[src/rtl/irq_ctrl_if.sv]
// APB slave bus bundle for the interrupt controller.
// Signal names follow the controller's side of the bus (inputs _i, outputs _o).
interface irq_ctrl_if;
  logic        psel_i;
  logic        penable_i;
  logic        pwrite_i;
  logic [3:0]  paddr_i;
  logic [31:0] pwdata_i;
  logic [31:0] prdata_o;
  logic        pready_o;

  modport master (
    output psel_i, penable_i, pwrite_i, paddr_i, pwdata_i,
    input  prdata_o, pready_o
  );

  modport slave (
    input  psel_i, penable_i, pwrite_i, paddr_i, pwdata_i,
    output prdata_o, pready_o
  );
endinterface

[src/rtl/irq_ctrl.sv]
// Interrupt controller: latches source requests into pending bits, masks them, picks the
// lowest-index active source and runs a claim/complete handshake with the core over APB.
module irq_ctrl #(
  parameter int N_SRC = 8
) (
  input  logic             clk_i,
  input  logic             rst_i,
  input  logic [N_SRC-1:0] irq_i,
  irq_ctrl_if.slave        apb,
  output logic             irq_o
);

  typedef enum logic [1:0] {IDLE, PEND, SERV} state_t;

  localparam logic [1:0] IDX_PENDING = 2'd0;
  localparam logic [1:0] IDX_ENABLE  = 2'd1;
  localparam logic [1:0] IDX_EDGE    = 2'd2;
  localparam logic [1:0] IDX_CLAIM   = 2'd3;

  state_t           r_state;
  logic [N_SRC-1:0] r_irq_d;
  logic [N_SRC-1:0] r_pending;
  logic [N_SRC-1:0] r_enable;
  logic [N_SRC-1:0] r_edge;
  logic [7:0]       r_claim_id;

  logic             w_access;
  logic             w_rd;
  logic             w_wr;
  logic [1:0]       w_idx;
  logic [N_SRC-1:0] w_set;
  logic [N_SRC-1:0] w_active;
  logic [N_SRC-1:0] w_w1c;
  logic [N_SRC-1:0] w_claim_clr;
  logic [N_SRC-1:0] w_win_oh;
  logic [7:0]       w_win_id;
  logic             w_any;
  logic             w_claim_rd;
  logic             w_claim_take;
  logic             w_complete_ok;
  logic             w_unused_ok;

  assign w_access = apb.psel_i & apb.penable_i;
  assign w_rd     = w_access & ~apb.pwrite_i;
  assign w_wr     = w_access &  apb.pwrite_i;
  assign w_idx    = apb.paddr_i[3:2];

  // Byte-lane bits and data bits above the implemented width are don't-care.
  assign w_unused_ok = ^{apb.paddr_i[1:0], apb.pwdata_i};

  assign w_set    = (r_edge & irq_i & ~r_irq_d) | (~r_edge & irq_i);
  assign w_active = r_pending & r_enable;
  assign w_any    = |w_active;

  // Fixed priority: scanning downwards lets the lowest active index win.
  always_comb begin
    // NOTE: every always_comb output gets a default first, so no path can infer a latch.
    w_win_oh = '0;
    w_win_id = 8'd0;
    for (int i = N_SRC - 1; i >= 0; i--) begin
      if (w_active[i]) begin
        w_win_oh    = '0;
        w_win_oh[i] = 1'b1;
        w_win_id    = 8'(i + 1);
      end
    end
  end

  assign w_claim_rd    = w_rd && (w_idx == IDX_CLAIM);
  assign w_claim_take  = w_claim_rd && (r_state == PEND) && w_any;
  assign w_complete_ok = w_wr && (w_idx == IDX_CLAIM) && (r_state == SERV) &&
                         (apb.pwdata_i[7:0] == r_claim_id);

  assign w_w1c       = (w_wr && (w_idx == IDX_PENDING)) ? apb.pwdata_i[N_SRC-1:0] : '0;
  assign w_claim_clr = w_claim_take ? w_win_oh : '0;

  always_comb begin
    apb.prdata_o = 32'd0;
    if (w_rd) begin
      unique case (w_idx)
        IDX_PENDING: apb.prdata_o = 32'(r_pending);
        IDX_ENABLE:  apb.prdata_o = 32'(r_enable);
        IDX_EDGE:    apb.prdata_o = 32'(r_edge);
        IDX_CLAIM:   apb.prdata_o = w_claim_take ? {24'd0, w_win_id} : 32'd0;
        default:     apb.prdata_o = 32'd0;
      endcase
    end
  end

  assign apb.pready_o = w_access;

  // NOTE: sequential state uses non-blocking assignments so every register samples pre-edge values.
  always_ff @(posedge clk_i or posedge rst_i) begin
    if (rst_i) begin
      r_irq_d   <= '0;
      r_pending <= '0;
      r_enable  <= '0;
      r_edge    <= '0;
    end else begin
      r_irq_d   <= irq_i;
      // A new request in the same cycle as a clear keeps the bit pending.
      r_pending <= (r_pending & ~w_w1c & ~w_claim_clr) | w_set;
      if (w_wr && (w_idx == IDX_ENABLE)) r_enable <= apb.pwdata_i[N_SRC-1:0];
      if (w_wr && (w_idx == IDX_EDGE))   r_edge   <= apb.pwdata_i[N_SRC-1:0];
    end
  end

  always_ff @(posedge clk_i or posedge rst_i) begin
    if (rst_i) begin
      r_state    <= IDLE;
      r_claim_id <= 8'd0;
    end else begin
      unique case (r_state)
        IDLE: if (w_any) r_state <= PEND;
        PEND: begin
          if (w_claim_take) begin
            r_state    <= SERV;
            r_claim_id <= w_win_id;
          end else if (!w_any) begin
            r_state <= IDLE;
          end
        end
        SERV: begin
          if (w_complete_ok) begin
            r_state    <= IDLE;
            r_claim_id <= 8'd0;
          end
        end
        default: r_state <= IDLE;
      endcase
    end
  end

  assign irq_o = (r_state == PEND);

endmodule

[src/flat_wrapper.sv]
// flat-port wrapper written by rule: the top's interface ports become plain ports
module irq_ctrl_flat 
#(
  parameter int N_SRC = 8
)
  (clk_i, rst_i, irq_i, irq_o, apb_psel_i, apb_penable_i, apb_pwrite_i, apb_paddr_i, apb_pwdata_i, apb_prdata_o, apb_pready_o);
  irq_ctrl_if apb_i ();
  input  logic clk_i;
  input  logic rst_i;
  input  logic [N_SRC-1:0] irq_i;
  output logic irq_o;
  input wire logic [$bits(apb_i.psel_i)-1:0] apb_psel_i;
  input wire logic [$bits(apb_i.penable_i)-1:0] apb_penable_i;
  input wire logic [$bits(apb_i.pwrite_i)-1:0] apb_pwrite_i;
  input wire logic [$bits(apb_i.paddr_i)-1:0] apb_paddr_i;
  input wire logic [$bits(apb_i.pwdata_i)-1:0] apb_pwdata_i;
  output wire logic [$bits(apb_i.prdata_o)-1:0] apb_prdata_o;
  output wire logic [$bits(apb_i.pready_o)-1:0] apb_pready_o;
  assign apb_i.psel_i = apb_psel_i;
  assign apb_i.penable_i = apb_penable_i;
  assign apb_i.pwrite_i = apb_pwrite_i;
  assign apb_i.paddr_i = apb_paddr_i;
  assign apb_i.pwdata_i = apb_pwdata_i;
  assign apb_prdata_o = apb_i.prdata_o;
  assign apb_pready_o = apb_i.pready_o;
  irq_ctrl #(.N_SRC(N_SRC)) u_core (.clk_i(clk_i), .rst_i(rst_i), .irq_i(irq_i), .apb(apb_i), .irq_o(irq_o));
endmodule
[config.mk]
export PLATFORM = sky130hd
export DESIGN_NAME = irq_ctrl_flat
export DESIGN_NICKNAME = d
export VERILOG_FILES = /design/src/rtl/irq_ctrl_if.sv /design/src/rtl/irq_ctrl.sv /design/src/flat_wrapper.sv
export SDC_FILE = /design/constraint.sdc
export NUM_CORES = 1
export LEC_CHECK = 0
export ABC_AREA = 1
export BUFFER_PORTS_ARGS = -buffer_cell sky130_fd_sc_hd__buf_2
export CORE_ASPECT_RATIO = 1.1
export CORE_MARGIN = 4
export CORE_UTILIZATION = 40
export CTS_CLUSTER_DIAMETER = 150
export CTS_CLUSTER_SIZE = 24
export DETAILED_ROUTE_END_ITERATION = 12
export PLACE_DENSITY = 0.78
export SYNTH_ARGS = -nofsm -noshare
export SYNTH_HDL_FRONTEND = slang
export SYNTH_SLANG_ARGS = --single-unit
[constraint.sdc]
create_clock -name clk_i -period 2.67 [get_ports clk_i]
set_clock_uncertainty 0.1 [all_clocks]
set_input_delay 0.1335 -clock clk_i [delete_from_list [all_inputs] [get_ports clk_i]]
set_output_delay 0.1335 -clock clk_i [all_outputs]
set_load 0.01 [all_outputs]
==> results of run 1 <==
## power by group through the flow
stage               Sequential (mW)  Clock (mW)  Combinational [mW]
finish                        0.737       0.372               0.475
global route                  0.750       0.411               0.553
CTS                           0.735       0.381               0.477
detailed placement            0.747           0               0.464
global placement              0.742           0               0.449
floorplan                     0.729           0               0.382
## placed cells by master, fill, tap and decap left out
master,instances
a221oi_1,5
inv_1,32
nor2_2,1
a21oi_4,1
nand2_1,97
nor2_4,3
nor3_1,5
dfrtp_1,38
buf_4,1
nor2_1,17
nand4_1,2
conb_1,24
clkinv_2,2
buf_2,32
clkbuf_8,5
o21ai_0,40
nand2_4,2
ha_1,3
a21oi_1,6
or2_2,1
nand3_1,13
dlygate4sd3_1,9
## worst min-delay path by stage
stage / startpoint / end / slack, ns / cells after the start
after floorplan: irq_i[0] / u_core.r_irq_d[0] / 0.06 / 0
after global placement: irq_i[6] / u_core.r_irq_d[6] / 0.16 / 1
after detailed placement: irq_i[5] / u_core.r_irq_d[5] / 0.16 / 1
after CTS: apb_pwdata_i[5] / u_core.r_edge[5] / 0.04 / 3
after global routing: apb_pwdata_i[6] / u_core.r_edge[6] / 0.06 / 3
final: apb_pwdata_i[5] / u_core.r_edge[5] / 0.05 / 3
## synth_stat cells
| master | number |
|---|---|
| nand2_1 | 97 |
| buf_2 | 1 |
| nor2_1 | 17 |
| nand2_4 | 2 |
| dfrtp_1 | 38 |
| o21ai_0 | 40 |
| a221oi_1 | 5 |
| conb_1 | 1 |
| nand3_1 | 13 |
| nand4_1 | 2 |
| nor2_4 | 3 |
| a21oi_1 | 6 |
| or2_2 | 1 |
| a21oi_4 | 1 |
| buf_4 | 24 |
| buf_6 | 1 |
| nor2_2 | 1 |
| nor3_1 | 5 |
| inv_1 | 32 |
| ha_1 | 3 |
## kinds of logic (layout without fill, tap and decap cells)
kind of cell / Yosys count / in the layout
adders and majority gates: 3 / 3
AOI/OAI and AO/OA: 52 / 52
buffers and inverters: 58 / 81
and+or+nand+nor: 141 / 141
DFF: 38 / 38
other: 1 / 24
## layout make-up
cell class	count	area, um^2
inverter	32	120
multi-input combinational	220	1020
fill	537	2840
timing repair buffer	42	258
clock buffer	5	68.8
sequential	38	951
tap	75	93.8
clock inverter	2	10.0
## layer usage
layer	GRT usage, %	routed length [um]
met4	6.68	107
met5	0	0
met3	2.73	376
met2	27.4	2470
met1	19.3	2080
## flip-flops by register name, summed over array words and instances (netlist names)
| signal | flops |
|---|---|
| u_core.r_enable | 8 |
| u_core.r_irq_d | 8 |
| u_core.r_state | 2 |
| u_core.r_pending | 8 |
| u_core.r_edge | 8 |
| u_core.r_claim_id | 4 |
## metrics by stage
step	std cells	instance area [um^2]	utilization, %	hold WS [ns]	total power, mW
CTS	414	2520	47.0	0.0431	1.59
floorplan	316	2280	-	0.0649	1.11
global placement	398	2350	43.8	0.155	1.19
finish	414	2520	47.0	0.0500	1.58
global route	414	2520	47.0	0.0552	1.71
detailed placement	398	2350	43.8	0.160	1.21
## critical path, delay by kind of cell (launching register included)
family	cells	cell delay [ns]
flops	1	0.40
buf+inv	3	0.37
fa+ha+maj	1	0.26
simple gates	4	0.51
compound gates	1	0.18
==> metrics.csv, run 1 <==
metric;value;unit
fin_ws;0.417;ns
grtUsageTotal;15.8;%
post-synth-top-area-fraction;43.3;%
switching_share;36.1;%
grt_pass1_wl;8410;um
crit_end;apb_prdata_o[0];
fin_setup_tns;0;ns
hold_buffers;9;
rsz0062_at_grt;no;
cts_sinks;38;
crit_start;u_core.r_state[1];
synth_warnings;0;
grt_pass1_vias;1900;
intPower;1.01;mW
syn_inst;293;
synth_xor_area_share;0;%
vdd_ir_drop_max;280;uV
rrSetupSlack;0.84;ns
pre_cts_slack;0.755;ns
final_nets;391;
htreeDepth;2;
cts_tree;built;
cts_buffer_depth;2;
vias;1949;
drt_wl_total;5030;um
core-area;5360;um^2
switchingPower;0.572;mW
crit_top_cell;inv_1;
synth_seq_cells;38;
n_antenna_cell;0;
synth_area;2200;um^2
synthTopCellsByArea;dfrtp_1 43%, nand2_1 17%, o21ai_0 9.1%, buf_4 8.2%, inv_1 5.5%;
critPathSlowestCell;dfrtp_1;
crit_type;reg -> out;
arrival;2.02;ns
syn_area_per_cell;7.50;um^2
numCtsBuffers;5;
synth_compound_area_share;13.2;%
crit_path_end_kind;output pin;
maxCapViolations;0;
antenna_found_initial;0;
hpwl;3750;um
layout-drive-gt1-share;14.2;%
finalSetupViolations;0;
maxSlewHeadroom;64.7;%
worstSkewPairLatency;0.29;ns
slew_viol_final;0;
post_cts_resized;0;
root_buffer;clkbuf_8;
hold_viol;0;
fin_crit;2.25;ns
rows;28;
synth_area_leader_cell;dfrtp_1;
crit_fanout;10;
die_x;78.7;um
initial_utilization;41.0;%
drtPass1Iterations;4;
timing.fmax;444;MHz
hold_path.class;in -> reg;
regToRegEndpoint;u_core.r_claim_id[3];
pwr-share-clk;23.5;%
tightestPinTransition;0.529;ns
grt_max_degree;39;
grt-ovfl-total;0;
vias_per_cell;4.71;
place_congestion;0.875;
io_pins;83;
drc;0;
area_delta_synth_final;14.6;%
cts_setup_buffers;0;
muxShareOfSynthArea;0;%
die-area;6750;um^2
drtIter0Drc;125;
rr_worst_depth;9;
path_clk_slew;0.07;ns
wire_per_inst;12.2;um
fin_crit_sh;84.4;%
synthAdderAreaFrac;1.71;%
synth_top_family_by_area;simple AND/OR/NAND/NOR gates;
ant_nets;0;
powerDensity;629;nW/um^2
leakagePower;1.31;nW
slowest_delay;0.40;ns
combPwrFrac;30.0;%
cp.required;2.44;ns
status;finished clean;
yosysSeqAreaShare;43.3;%
p_seq_share;46.5;%
cp_cell_sequence;inv_1 > ha_1 > nand2_1 > nor2_4 > nand2_4 > inv_1 > nand3_1 > a21oi_1 > buf_2;
synthSimpleGateAreaFrac;27.3;%
fp.dieH;85.8;um
portBuffers;32;
synth.distinct_cells;20;
crit_path_start_kind;flip-flop;
r2r_start;u_core.r_state[1];
(Power assumes the default switching activity.)
==> run 2: changes to the inputs <==
Settings changed: ABC_AREA 1 to 0, PLACE_DENSITY 0.78 to 0.81.
Clock period 2.67 ns to 1.8 ns, I/O delays scaled along.
==> run 2 against run 1 <==
Against the previous run:
- the flow now finishes with violations (negative setup slack)
- wire length grew 21%
- critical path depth shrank 2
- worst setup slack lost 0.82 ns
- core utilization grew 11 points
- clock power grew 61%
- combinational power grew 100%
- highest routed layer unchanged
==> metrics.csv, run 2 <==
metric;value;unit;change
drtPass1Iterations;6;;was 4
synth_seq_cells;38;;unchanged
drtIter0Drc;157;;was 125
final_cell_mix;38 x dfrtp_1, 37 x buf_4, 32 x buf_2;;was 97 x nand2_1, 40 x o21ai_0, 38 x dfrtp_1
grtUsageTotal;18.6;%;was 15.8%
grt_max_degree;39;;unchanged
area_delta_synth_final;36.0;%;was 14.6%
cp.required;1.61;ns;was 2.44 ns
vdd_ir_drop_max;506;uV;was 280 uV
synthArstFlopShare;100;%;unchanged
vias_per_cell;5.32;;was 4.71
grt_pass1_vias;2084;;was 1900
crit_type;reg -> out;;unchanged
fin_ws;-0.400;ns;was 0.417 ns
root_buffer;clkbuf_8;;unchanged
crit_fanout;4;;was 10
antenna_found_initial;0;;unchanged
fp.dieH;85.1;um;was 85.8 um
die_x;78.1;um;was 78.7 um
pre_cts_slack;-0.123;ns;was 0.755 ns
slew_viol_final;0;;unchanged
syn_area_per_cell;9.95;um^2;was 7.50 um^2
drc;0;;unchanged
rrSetupSlack;-0.35;ns;was 0.84 ns
synth_common_cells;38 x dfrtp_1, 31 x nand2_1, 24 x buf_4;;was 97 x nand2_1, 40 x o21ai_0, 38 x dfrtp_1
synth_warnings;0;;unchanged
finalHoldWorstSlack;0.00695;ns;was 0.0500 ns
leakagePower;1.38;nW;was 1.31 nW
cts_buffer_depth;2;;unchanged
rows;27;;was 28
synth.distinct_cells;37;;was 20
synth_edf_count;0;;unchanged
core-area;5100;um^2;was 5360 um^2
violations;negative setup slack;;
hpwl;4270;um;was 3750 um
hold_viol;0;;unchanged
synth_compound_area_share;15.6;%;was 13.2%
synthTopCellsByArea;dfrtp_1 44%, buf_4 8.3%, mux2_2 6.8%, a32o_1 5.6%, nand2_1 5.4%;;was dfrtp_1 43%, nand2_1 17%, o21ai_0 9.1%, buf_4 8.2%, inv_1 5.5%
portBuffers;32;;unchanged
synth.most_common_cell;dfrtp_1;;was nand2_1
worstSkewPairLatency;0.29;ns;about the same
yosysSeqAreaShare;44.0;%;was 43.3%
crit_start;u_core.r_enable[2];;was u_core.r_state[1]
rr_worst_depth;8;;was 9
crit_path_start_kind;flip-flop;;unchanged
synth_top_family_by_area;simple AND/OR/NAND/NOR gates;;unchanged
crit_path_end_kind;output pin;;unchanged
final_nets;358;;was 391
post-synth-top-area-fraction;44.0;%;was 43.3%
fin_crit;2.20;ns;
layout_commonest_cell;dfrtp_1;;was nand2_1
maxCapViolations;0;;unchanged
timing.fmax;454;MHz;
muxShareOfSynthArea;9.10;%;was 0%
hold_path.class;in -> reg;;unchanged
initial_utilization;42.3;%;was 41.0%
io_pins;83;;unchanged
cts_sinks;38;;unchanged
synth_xor_area_share;1.62;%;was 0%
status;finished with violations;;was finished clean
numCtsBuffers;5;;unchanged
synth_area;2160;um^2;was 2200 um^2
fin_setup_tns;-3.92;ns;was 0 ns
fin_crit_sh;122;%;
crit_end;apb_prdata_o[0];;unchanged
vias;2018;;was 1949
die-area;6640;um^2;was 6750 um^2
powerDensity;910;nW/um^2;was 629 nW/um^2
rsz0062_at_grt;yes;;was no
path_clk_slew;0.07;ns;about the same
regToRegEndpoint;u_core.r_claim_id[2];;was u_core.r_claim_id[3]
r2r_start;u_core.r_enable[2];;was u_core.r_state[1]
cts_tree;built;;unchanged
synthAdderAreaFrac;1.74;%;was 1.71%
drt_wl_total;6080;um;was 5030 um
ant_nets;0;;unchanged
layout-drive-gt1-share;38.4;%;was 14.2%
grt_pass1_wl;9910;um;was 8410 um
place_congestion;0.959;;was 0.875
arrival;2.01;ns;was 2.02 ns
synthSimpleGateAreaFrac;16.2;%;was 27.3%
synth_area_leader_cell;dfrtp_1;;unchanged
n_antenna_cell;0;;unchanged
final_util;57.6;%;was 47.0%
wire_per_inst;16.0;um;was 12.2 um
htreeDepth;2;;unchanged
finalSetupViolations;17;;was 0
synthFlopType;dfrtp_1;;unchanged
syn_inst;217;;was 293
grt-ovfl-total;0;;unchanged
## run 2: cell count changes after synthesis, sizes merged, moves of 4 or more
cell	change
clkbuf	+5
o21ai	-36
mux2i	+5
nand2	-68
nand3	-8
nor2	-9
inv	-22
mux2	+13
nor3	+4
a32o	+12
## run 2: per-layer routing
layer  vias to the layer above  track usage (%)  wire length (um)
met4                         0             8.27               181
met2                       104             33.0              3150
li1                        912                -                 -
met1                       978             21.4              2320
met3                        24             3.82               428
met5                         -                0                 0
## run 2: cell families after synthesis
kind of cell	count (synthesis)
buffers and inverters	40
xor gates and xnor gates	4
DFF	38
AOI/OAI and AO/OA	41
adders and majority gates	3
muxes	18
other	1
and+or+nand+nor	72
## run 2: layout make-up
class                      count  area [um^2]
multi-input combinational    162         1120
tap                           72         90.1
sequential                    38          951
clock inverter                 1         5.00
clock buffer                   7         86.3
timing repair buffer          89          649
inverter                      10         40.0
fill                         428         2160
## run 2: worst min-delay path by stage
stage,startpoint,endpoint,cells past startpoint
after CTS,apb_pwdata_i[0],u_core.r_enable[0],3
after floorplan,irq_i[0],u_core.r_irq_d[0],0
after global routing,apb_pwdata_i[0],u_core.r_enable[0],3
final,apb_pwdata_i[1],u_core.r_edge[1],2
after global placement,irq_i[0],u_core.r_irq_d[0],1
after detailed placement,irq_i[2],u_core.r_irq_d[2],1
## run 2: power by group
group,leakage (nW),switching (mW),internal [mW],total (mW)
sequential,0.437,0.126,0.997,1.12
clock,0.0482,0.290,0.309,0.599
combinational,0.899,0.492,0.461,0.953
## run 2: what timing repair did
action | in CTS | in global routing
endpoints found under the hold margin | 56 | 0
resized for setup | 16 | 12
buffers inserted | 11 | 5
pin swaps | 24 | 11
hold buffers | 11 | 0
setup endpoints to repair | 16 | 18
## run 2: metrics by stage
| step | cells | total power, mW | cell area, um^2 |
|---|---|---|---|
| 2_1_floorplan | 240 | 1.68 | 2260 |
| 3_3_place_gp | 351 | 1.92 | 2570 |
| 3_5_place_dp | 351 | 1.96 | 2570 |
| 4_1_cts | 378 | 2.62 | 2900 |
| 5_1_grt | 379 | 2.83 | 2940 |
| 6_report | 379 | 2.67 | 2940 |
## run 2: critical path: stages (launching register included)
cell	delay, ns
dfrtp_1	0.38
buf_4	0.13
buf_4	0.14
a222oi_1	0.29
o21ai_0	0.24
a221oi_2	0.30
nor3_1	0.08
buf_2	0.16
==> run 3: changes to the inputs <==
Clock period 1.8 ns to 1.85 ns, I/O delays scaled along.
==> run 3 against run 2 <==
Against the previous run:
- the run still ends with negative setup slack left
- via count fell by 1.3%
- worst setup slack better by 0.044 ns
- sequential power decreased by 4%
- core utilization is 0.32 points higher
- sequential cell count unchanged
- die area stayed put
- first-iteration DRC count is 13% higher
- hold slack about the same
- sequential share of layout area is 0.18 points lower
- highest routed layer unchanged
==> metrics.csv, run 3 (synthesis results as in run 2) <==
metric;value;unit;change
final_cell_mix;38 x dfrtp_1, 36 x buf_4, 31 x buf_2;;was 38 x dfrtp_1, 37 x buf_4, 32 x buf_2
critPathSlowestCell;dfrtp_1;;unchanged
timing.fmax;453;MHz;
slowest_delay;0.38;ns;about the same
arrival;2.01;ns;about the same
cp_cell_sequence;a222oi_1 > buf_4 > buf_6 > inv_4 > nor2_4 > buf_6 > a221oi_1 > nor3_1 > buf_2;;was buf_4 > buf_4 > a222oi_1 > o21ai_0 > a221oi_2 > nor3_1 > buf_2
finalSetupViolations;15;;was 17
fin_area;2950;um^2;was 2940 um^2
crit_top_cell;buf_6;;was buf_4
grt_pass1_wl;9600;um;was 9910 um
place_area;2540;um^2;was 2570 um^2
place_congestion;0.868;;was 0.959
crit_path_end_kind;output pin;;unchanged
die-area;6640;um^2;unchanged
slew_viol_final;0;;unchanged
critPathTopFamily;buffers and inverters;;was compound AO/OA/AOI/OAI gates
n_antenna_cell;0;;unchanged
rsz0062_at_grt;yes;;unchanged
grt_max_degree;39;;unchanged
fin_crit_sh;119;%;
total_power;2.59;mW;was 2.67 mW
fin_crit;2.21;ns;
drtIter0Drc;178;;was 157
crit_fanout;3;;was 4
hpwl;4120;um;was 4270 um
cp_num_cells;9;;was 7
fp.dieH;85.1;um;unchanged
antenna_found_initial;0;;unchanged
layout-drive-gt1-share;35.9;%;was 38.4%
powerDensity;878;nW/um^2;was 910 nW/um^2
drc;0;;unchanged
root_buffer;clkbuf_8;;unchanged
rr_worst_depth;8;;unchanged
cp.required;1.66;ns;was 1.61 ns
maxCapViolations;0;;unchanged
wire_per_inst;15.9;um;was 16.0 um
core-area;5100;um^2;unchanged
violations;negative setup slack;;unchanged
path_clk_slew;0.07;ns;about the same
vias_per_cell;5.27;;was 5.32
die_x;78.1;um;unchanged
rows;27;;unchanged
hold_depth;2;;unchanged
drtPass1Iterations;4;;was 6
portBuffers;32;;unchanged
status;finished with violations;;unchanged
area_delta_synth_final;36.8;%;was 36.0%
crit_path_start_kind;flip-flop;;unchanged
numCtsBuffers;5;;unchanged
layout_commonest_cell;dfrtp_1;;unchanged
io_pins;83;;unchanged
final_nets;359;;was 358
cts_tree;built;;unchanged
hold_viol;0;;unchanged
critPathBufInv;5;;was 3
vdd_ir_drop_max;492;uV;was 506 uV
leakagePower;1.39;nW;was 1.38 nW
grt-ovfl-total;0;;unchanged
num-fill-cells;451;;was 428
cts_buffer_depth;2;;unchanged
initial_utilization;42.3;%;unchanged
final_util;57.9;%;was 57.6%
ant_nets;0;;unchanged
fin_ws;-0.356;ns;was -0.400 ns
grt_pass1_vias;2039;;was 2084
drt_wl_total;6010;um;was 6080 um
vias;1992;;was 2018
worstSkewPairLatency;0.29;ns;about the same
hold_path.class;in -> reg;;unchanged
htreeDepth;2;;unchanged
cts_sinks;38;;unchanged
crit_type;reg -> out;;unchanged
grtUsageTotal;18.2;%;was 18.6%
run 3: power breakdown:
group	internal [mW]	switching, mW
clock network	0.287	0.282
registers	0.970	0.111
logic	0.458	0.484
total	1.72	0.877
run 3: area by class of cell:
cell class	count	area, um^2	area share (%)
Multi-Input combinational cell	162	1110	37.7
Sequential cell	38	951	32.2
Timing Repair Buffer	90	676	22.9
Tap cell	72	90.1	3.05
Clock buffer	6	82.6	2.80
Inverter	10	40.0	1.36
run 3: routing by layer:
layer	wire (um)	global-route usage [%]	vias to the layer above	part of all wire, %
met5	0	0	-	0
met2	3110	31.6	88	52
met1	2360	21.9	983	39
met4	102	7.00	0	1.7
met3	442	3.93	12	7.4
li1	-	-	909	-
run 3: worst reg2reg max path: cells and delay by family, from the launching register on:
kind | cells | cell delay [ns]
AOI/OAI and AO/OA | 3 | 0.82
and+or+nand+nor | 2 | 0.35
DFF | 1 | 0.38
buffers and inverters | 3 | 0.44
run 3: path summary, 6_finish.rpt:
kind                                           start  slack, ns                    to
worst max-delay path              u_core.r_enable[2]      -0.36       apb_prdata_o[2]
min in group asynchronous                      rst_i       0.36      u_core.r_edge[1]
worst max register to register    u_core.r_enable[2]      -0.34  u_core.r_claim_id[1]
worst min register to register  u_core.r_claim_id[2]       0.42  u_core.r_claim_id[2]
worst min-delay path                 apb_pwdata_i[0]      0.007      u_core.r_edge[0]
max in group asynchronous                      rst_i       0.93   u_core.r_pending[6]
run 3: stage by stage:
stage                     instances  setup slack, ns  setup TNS (ns)  hold WS, ns
after detailed placement        347           -0.176           -1.01        0.119
final                           378           -0.356           -3.29      0.00686
after CTS                       375           -0.337           -3.01      0.00612
after global routing            378           -0.460           -4.50      0.00473
after floorplan                 240           -0.316           -1.44       0.0239
after global placement          347           -0.144           -1.19        0.118
run 3: timing repair:
| item | 4_1_cts | 5_1_grt |
|---|---|---|
| pin swaps | 12 | 17 |
| hold buffers | 16 | 0 |
| endpoints found under the hold margin | 65 | 0 |
| gates resized for setup | 11 | 15 |
| buffers inserted | 7 | 8 |
| endpoints found under the setup margin | 14 | 16 |
